===== config.mk =====
export PLATFORM = sky130hd
export DESIGN_NAME = ising_host_seq
export DESIGN_NICKNAME = d
export VERILOG_FILES = /design/src/rtl/ising_host_seq_pkg.sv /design/src/rtl/ising_phase_reader.sv /design/src/rtl/ising_host_seq.sv
export SDC_FILE = /design/constraint.sdc
export NUM_CORES = 1
export LEC_CHECK = 0
export CAP_MARGIN = 40
export CELL_PAD_IN_SITES_DETAIL_PLACEMENT = 1
export CELL_PAD_IN_SITES_GLOBAL_PLACEMENT = 1
export CORE_AREA = 2 2 194 148
export CTS_BUF_LIST = sky130_fd_sc_hd__clkbuf_8
export DETAILED_ROUTE_END_ITERATION = 8
export DIE_AREA = 0 0 196 150
export PLACE_DENSITY_LB_ADDON = 0.1
export SLEW_MARGIN = 25
export SYNTH_ARGS = -nofsm -noshare
export SYNTH_HDL_FRONTEND = slang
export SYNTH_SLANG_ARGS = --single-unit

===== constraint.sdc =====
create_clock -name clk -period 3.1 [get_ports clk]
set_input_delay 0.62 -clock clk [delete_from_list [all_inputs] [get_ports clk]]
set_output_delay 0.62 -clock clk [all_outputs]
set_load 0.01 [all_outputs]

===== src/rtl/ising_host_seq_pkg.sv =====
// rtl/ising_host_seq_pkg.sv - shared ising_axi register map, start word and host sequencer state encoding
package ising_host_seq_pkg;

    localparam logic [31:0] WEIGHT_ADDR_BASE = 32'h0001_0000;
    localparam logic [31:0] START_ADDR       = 32'h0000_000C;
    localparam logic [31:0] CTR_CUTOFF_ADDR  = 32'h0000_0004;
    localparam logic [31:0] CTR_MAX_ADDR     = 32'h0000_0008;
    localparam logic [31:0] PHASE_ADDR_BASE  = 32'h0000_0100;
    localparam logic [31:0] START_WORD       = 32'h0000_0010;

    typedef enum logic [3:0] {
        ST_IDLE,
        ST_CFG_CUT,
        ST_CFG_MAX,
        ST_EDGE,
        ST_WR_IJ,
        ST_WR_JI,
        ST_VER_ADDR,
        ST_VER_CAP,
        ST_RUN_START,
        ST_RUN_WAIT,
        ST_RD_ADDR,
        ST_RD_CAP,
        ST_DONE
    } host_state_t;

endpackage


===== src/rtl/ising_phase_reader.sv =====
// rtl/ising_phase_reader.sv - phase read index counter, capture and cutoff threshold into spin vector
module ising_phase_reader
#(
    parameter int N = 8
)
(
    input  logic                                clk,
    input  logic                                rst_n,
    input  logic                                clear,
    input  logic                                capture,
    input  logic [31:0]                         rdata,
    input  logic [31:0]                         cutoff,
    output logic [((N > 1) ? $clog2(N) : 1)-1:0] index,
    output logic                                last,
    output logic [N-1:0]                        spins
);

    localparam int IW = (N > 1) ? $clog2(N) : 1;

    assign last = (index == IW'(N - 1));

    // phase index 0 lands in the MSB of the spin vector
    always_ff @(posedge clk or negedge rst_n) begin
        if (!rst_n) begin
            index <= '0;
            spins <= '0;
        end else if (clear) begin
            index <= '0;
            spins <= '0;
        end else if (capture) begin
            spins[(N - 1) - int'(index)] <= (rdata >= cutoff);
            index <= last ? '0 : index + IW'(1);
        end
    end

endmodule


===== src/rtl/ising_host_seq.sv =====
// rtl/ising_host_seq.sv - ising_axi host job sequencer; optional weight readback check under ISING_HOST_SEQ_VERIFY_EN
module ising_host_seq
    import ising_host_seq_pkg::*;
#(
    parameter int N           = 8,
    parameter int NUM_WEIGHTS = 3
)
(
    input  logic                                 clk,
    input  logic                                 axi_rstn,
    input  logic [31:0]                          cfg_cutoff,
    input  logic [31:0]                          cfg_max,
    input  logic [31:0]                          cfg_run_cycles,
    input  logic                                 start,
    input  logic                                 edge_valid,
    output logic                                 edge_ready,
    input  logic [((N > 1) ? $clog2(N) : 1)-1:0] edge_i,
    input  logic [((N > 1) ? $clog2(N) : 1)-1:0] edge_j,
    input  logic [NUM_WEIGHTS-1:0]               edge_w,
    input  logic                                 edge_last,
    output logic                                 wready,
    output logic [31:0]                          wr_addr,
    output logic [31:0]                          wdata,
    output logic [31:0]                          araddr,
    input  logic [31:0]                          rdata,
    output logic                                 busy,
    output logic                                 done,
    output logic [N-1:0]                         spins,
    output logic                                 err
);

    localparam int IW = (N > 1) ? $clog2(N) : 1;

    host_state_t            state, state_next;
    logic [31:0]            cut_q, max_q, run_q, run_cnt;
    logic [IW-1:0]          e_i, e_j;
    logic [NUM_WEIGHTS-1:0] e_w;
    logic                   e_last;
    logic [IW-1:0]          phase_idx;
    logic                   phase_last;
    logic                   job_start;
    logic                   run_done;
    logic [31:0]            addr_ij, addr_ji;
    host_state_t            after_pair;

    assign job_start = (state == ST_IDLE) && start;
    assign run_done  = ({1'b0, run_cnt} + 33'd1) >= {1'b0, run_q};
    assign addr_ij   = WEIGHT_ADDR_BASE + (32'(e_i) << 2) + (32'(e_j) << 13);
    assign addr_ji   = WEIGHT_ADDR_BASE + (32'(e_j) << 2) + (32'(e_i) << 13);
    assign busy      = (state != ST_IDLE);
    assign done      = (state == ST_DONE);

`ifdef ISING_HOST_SEQ_VERIFY_EN
    assign after_pair = ST_VER_ADDR;
`else
    assign after_pair = e_last ? ST_RUN_START : ST_EDGE;
`endif

    always_ff @(posedge clk or negedge axi_rstn) begin
        if (!axi_rstn) begin
            state   <= ST_IDLE;
            cut_q   <= '0;
            max_q   <= '0;
            run_q   <= '0;
            run_cnt <= '0;
            e_i     <= '0;
            e_j     <= '0;
            e_w     <= '0;
            e_last  <= 1'b0;
        end else begin
            state <= state_next;
            if (job_start) begin
                cut_q <= cfg_cutoff;
                max_q <= cfg_max;
                run_q <= cfg_run_cycles;
            end
            if (state == ST_EDGE && edge_valid) begin
                e_i    <= edge_i;
                e_j    <= edge_j;
                e_w    <= edge_w;
                e_last <= edge_last;
            end
            if (state == ST_RUN_START) begin
                run_cnt <= '0;
            end else if (state == ST_RUN_WAIT) begin
                run_cnt <= run_cnt + 32'd1;
            end
        end
    end

    always_comb begin
        state_next = state;
        edge_ready = 1'b0;
        wready     = 1'b0;
        wr_addr    = '0;
        wdata      = '0;
        araddr     = '0;
        case (state)
            ST_IDLE: begin
                if (start) state_next = ST_CFG_CUT;
            end
            ST_CFG_CUT: begin
                wready     = 1'b1;
                wr_addr    = CTR_CUTOFF_ADDR;
                wdata      = cut_q;
                state_next = ST_CFG_MAX;
            end
            ST_CFG_MAX: begin
                wready     = 1'b1;
                wr_addr    = CTR_MAX_ADDR;
                wdata      = max_q;
                state_next = ST_EDGE;
            end
            ST_EDGE: begin
                edge_ready = 1'b1;
                if (edge_valid) state_next = ST_WR_IJ;
            end
            ST_WR_IJ: begin
                wready     = 1'b1;
                wr_addr    = addr_ij;
                wdata      = 32'(e_w);
                state_next = (e_i == e_j) ? after_pair : ST_WR_JI;
            end
            ST_WR_JI: begin
                wready     = 1'b1;
                wr_addr    = addr_ji;
                wdata      = 32'(e_w);
                state_next = after_pair;
            end
`ifdef ISING_HOST_SEQ_VERIFY_EN
            ST_VER_ADDR: begin
                araddr     = addr_ij;
                state_next = ST_VER_CAP;
            end
            ST_VER_CAP: begin
                araddr     = addr_ij;
                state_next = e_last ? ST_RUN_START : ST_EDGE;
            end
`endif
            ST_RUN_START: begin
                wready     = 1'b1;
                wr_addr    = START_ADDR;
                wdata      = START_WORD;
                state_next = ST_RUN_WAIT;
            end
            ST_RUN_WAIT: begin
                if (run_done) state_next = ST_RD_ADDR;
            end
            ST_RD_ADDR: begin
                araddr     = PHASE_ADDR_BASE + (32'(phase_idx) << 2);
                state_next = ST_RD_CAP;
            end
            ST_RD_CAP: begin
                araddr     = PHASE_ADDR_BASE + (32'(phase_idx) << 2);
                state_next = phase_last ? ST_DONE : ST_RD_ADDR;
            end
            ST_DONE: begin
                state_next = ST_IDLE;
            end
            default: begin
                state_next = ST_IDLE;
            end
        endcase
    end

    ising_phase_reader #(.N(N)) u_phase_reader (
        .clk     (clk),
        .rst_n   (axi_rstn),
        .clear   (job_start),
        .capture (state == ST_RD_CAP),
        .rdata   (rdata),
        .cutoff  (cut_q),
        .index   (phase_idx),
        .last    (phase_last),
        .spins   (spins)
    );

`ifdef ISING_HOST_SEQ_VERIFY_EN
    logic err_q;

    // sticky until reset; a mismatch never aborts the job
    always_ff @(posedge clk or negedge axi_rstn) begin
        if (!axi_rstn) begin
            err_q <= 1'b0;
        end else if (state == ST_VER_CAP && rdata[NUM_WEIGHTS-1:0] != e_w) begin
            err_q <= 1'b1;
        end
    end

    assign err = err_q;
`else
    assign err = 1'b0;
`endif

endmodule


==> flow_summary.yaml <==
outcome:
  outcome: "complete, no violations"
power_and_ir_drop:
  power_leakage_uw: 0.005808
  powerDensity_nw_per_um2: 767.5
  ir_drop_mv: 0.3340
layout:
  num-fill-cells: 3167
  mostFrequentLayoutCell: "nand2_1"
  stdcell_count: 1624
  final_cell_mix: "nand2_1 (215), clkdlybuf4s50_1 (193), dfrtp_1 (148), o21ai_0 (102), inv_1 (73)"
  drive_gt1_frac: 0.1029
  finalCoreUtilization: 0.4457
  area_growth_pct: 32.95
  nets: 1460
critical_path:
  cp-startpoint: "state[3]"
  crit_required_ns: 2.48
  path_cells: "buf_4 > nor3_4 > buf_4 > bufbuf_16 > a22o_1 > clkdlybuf4s50_1"
  crit_top_cell: "buf_4"
  rrSetupSlack_ns: 0.14
  max_stage_delay_ns: 0.54
  worst-path-buf-inv: 4
  cp_max_fo: 15
  r2r-end: "state[1]"
  critPathTopFamily: "buffers and inverters"
  r2r_cells: 14
  critPathLaunchType: "flip-flop"
  r2r-start: "run_cnt[3]"
  endpoint_kind: "primary output"
  crit_cells: 6
  crit_arrival_ns: 2.35
  crit_type: "reg -> out"
  cp_slowest_cell: "clkdlybuf4s50_1"
worst_hold_path:
  hp-class: "in -> async"
clock_network:
  clk_latency_ns: 0.47
  cts-root-buf: "clkbuf_8"
  clock_path_buffers: 2
  clk_pin_slew_worst_paths_ns: 0.08
  cts_buffers: 17
  cts_tree: "done"
  cts.sinks: 153
  htree_levels: 4
placement:
  place_inst: 1574
  dp_hpwl_mm: 21.50
  gp_congestion: 0.7973
  portBuffers: 196
floorplan:
  initial_utilization: 0.3352
  die_x_microns: 196
  die_h_microns: 150
  coreArea_sq_um: 27590
  ios: 251
  die_area_sq_um: 29400
  row_count: 53
global_routing:
  antenna_found_initial: 5
  grtUsageTotal: 0.2035
  overflow: 0
  grt_pass1_wl_mm: 45.95
  grt_max_degree: 65
  grt_pass1_vias: 8133
drt:
  antenna_left: 0
  drt-vias-per-instance: 4.966
  wl_per_cell_microns: 17.97
  drt_iter0_markers: 420
  vias: 8064
  first_pass_iters: 5
  drc: 0
  wirelength_mm: 29.19
yosys:
  yosysSeqAreaShare: 0.4140
  synth_cell_type_count: 68
  yosys_most_used_dff: "dfrtp_1"
  synth-async-reset-ratio: 1.000
  synthCells: 1034
  synth_seq_cells: 153
  synth_area_per_cell_sq_um: 8.944
  synth_edf_count: 0
  yosys_warnings: 0
  post_synth_instance_area_sq_um: 9248
timing:
  skew_ns: 0.01882
  slew_violations: 0
  hold_viol_final: 0
  rsz0062_at_grt: "yes"
  worst_slew_pin_slew_ns: 0.5034
  setup_viol: 0
  period_needed_ns: 2.974
  fmax_mhz: 336.3
  period_share: 0.9593
  slew_headroom: 0.6636
flow_run:
  cap_violations: 0
-- layout make-up --
| type | count | area [sq um] | share of cell area |
|---|---|---|---|
| multi-input cells | 760 | 4825 | 0.3924 |
| clock inverters | 11 | 153.9 | 0.01252 |
| clock buffers | 20 | 275.3 | 0.02239 |
| diodes | 4 | 10.01 | 0.0008142 |
| inverters | 71 | 266.5 | 0.02168 |
| flip-flops and latches | 153 | 3835 | 0.3119 |
| well taps | 357 | 446.7 | 0.03633 |
| repair buffers | 248 | 2482 | 0.2019 |
-- synth_stat cells, drive strengths merged (2+ instances only) --
library cell | count | area [sq um]
nand2 | 215 | 807.0
dfrtp | 153 | 3829
o21ai | 103 | 515.5
inv | 71 | 266.5
buf | 70 | 486.7
ha | 67 | 838.3
nor2 | 41 | 161.4
a22o | 40 | 351.6
clkbuf | 33 | 125.1
a21oi | 29 | 145.1
nand3 | 22 | 135.1
xnor2 | 19 | 166.4
nand4 | 16 | 145.1
xor2 | 15 | 138.9
a31oi | 14 | 87.58
and3 | 12 | 82.57
mux2 | 11 | 123.9
a21o | 9 | 67.56
and4 | 8 | 72.57
nand2b | 8 | 50.05
nor3 | 8 | 62.56
o31ai | 8 | 60.06
mux2i | 7 | 70.07
and2 | 6 | 38.79
a211oi | 4 | 30.03
nand3b | 4 | 30.03
a222oi | 3 | 30.03
nor2b | 3 | 18.77
nor3b | 3 | 22.52
nor4 | 3 | 33.78
o211ai | 3 | 22.52
nor4b | 2 | 32.53
o21a | 2 | 15.01
o21bai | 2 | 15.01
o32a | 2 | 20.02
or3 | 2 | 12.51
-- report_power, final --
group | total (uW) | internal, uW | switching, uW
logic | 4560 | 2070 | 2490
clock network | 1720 | 925 | 797
registers | 3150 | 2720 | 432
-- cells by family (layout without fill, tap and decap cells) --
family / after synthesis / after routing / share of synthesized area
AOI/OAI and AO/OA: 232 / 232 / 0.1598
muxes: 18 / 18 / 0.02097
adders and majority gates: 67 / 67 / 0.09065
buffers and inverters: 174 / 350 / 0.09498
DFF: 153 / 153 / 0.4140
xor gates and xnor gates: 34 / 34 / 0.03301
and+or+nand+nor: 355 / 355 / 0.1862
other: 1 / 58 / 0.0004055
-- sequential cells by signal (all words and copies together) (netlist names), 4 cells and up --
| name | cells |
|---|---|
| max_q | 32 |
| u_phase_reader.spins | 8 |
| run_q | 32 |
| state | 4 |
| run_cnt | 32 |
| cut_q | 32 |
-- per-stage QoR --
| stage | total power (uW) | TNS (ns) | setup slack [ns] | instance area, sq um | hold slack, ns |
|---|---|---|---|---|---|
| 6_report | 9435 | 0 | 0.1261 | 12290 | 0.05886 |
| 5_1_grt | 10190 | -0.07215 | -0.03832 | 12290 | 0.04799 |
| 4_1_cts | 9493 | 0 | 0.009138 | 12150 | 0.04647 |
| 3_5_place_dp | 7601 | 0 | 0.01660 | 11630 | 0.4635 |
| 3_3_place_gp | 7490 | 0 | 0.09877 | 11610 | 0.4610 |
| 2_1_floorplan | 5631 | 0 | 0.1635 | 9447 | 0.3244 |
-- timing repair --
action	CTS	global route
pin swaps	2	6
resized for setup	3	20
setup buffers	5	9
endpoints found under the setup margin	8	35
hold buffers	0	0
cloned	1	0
-- per-layer routing --
metal,vias to the layer above,global-route usage,wire (microns)
li1,3870,-,-
met1,3980,0.3035,15100
met2,191,0.2961,12330
met3,21,0.04485,1380
met4,2,0.05076,370
met5,-,0,12
-- worst register-to-register path, cell delays in order, from the launching register on --
cell and delay (ns):
dfrtp_1 0.42, and3_4 0.25, nand3_4 0.14, nor3_4 0.18, buf_4 0.18, buf_4 0.12
nand2_1 0.08, xnor2_1 0.15, ha_1 0.32, and4_1 0.27, nand4_1 0.11, nand3b_1 0.12
o211ai_1 0.09, a41o_2 0.25, o21a_1 0.18
-- worst max path at each step --
stage / to / slack [ns]
global route: state[1] / -0.04
finish: wdata[24] / 0.13
global placement: state[1] / 0.1
floorplan: state[1] / 0.16
detailed placement: state[1] / 0.02
CTS: state[1] / 0.009
Note: power is estimated with default switching activity, not from simulation.
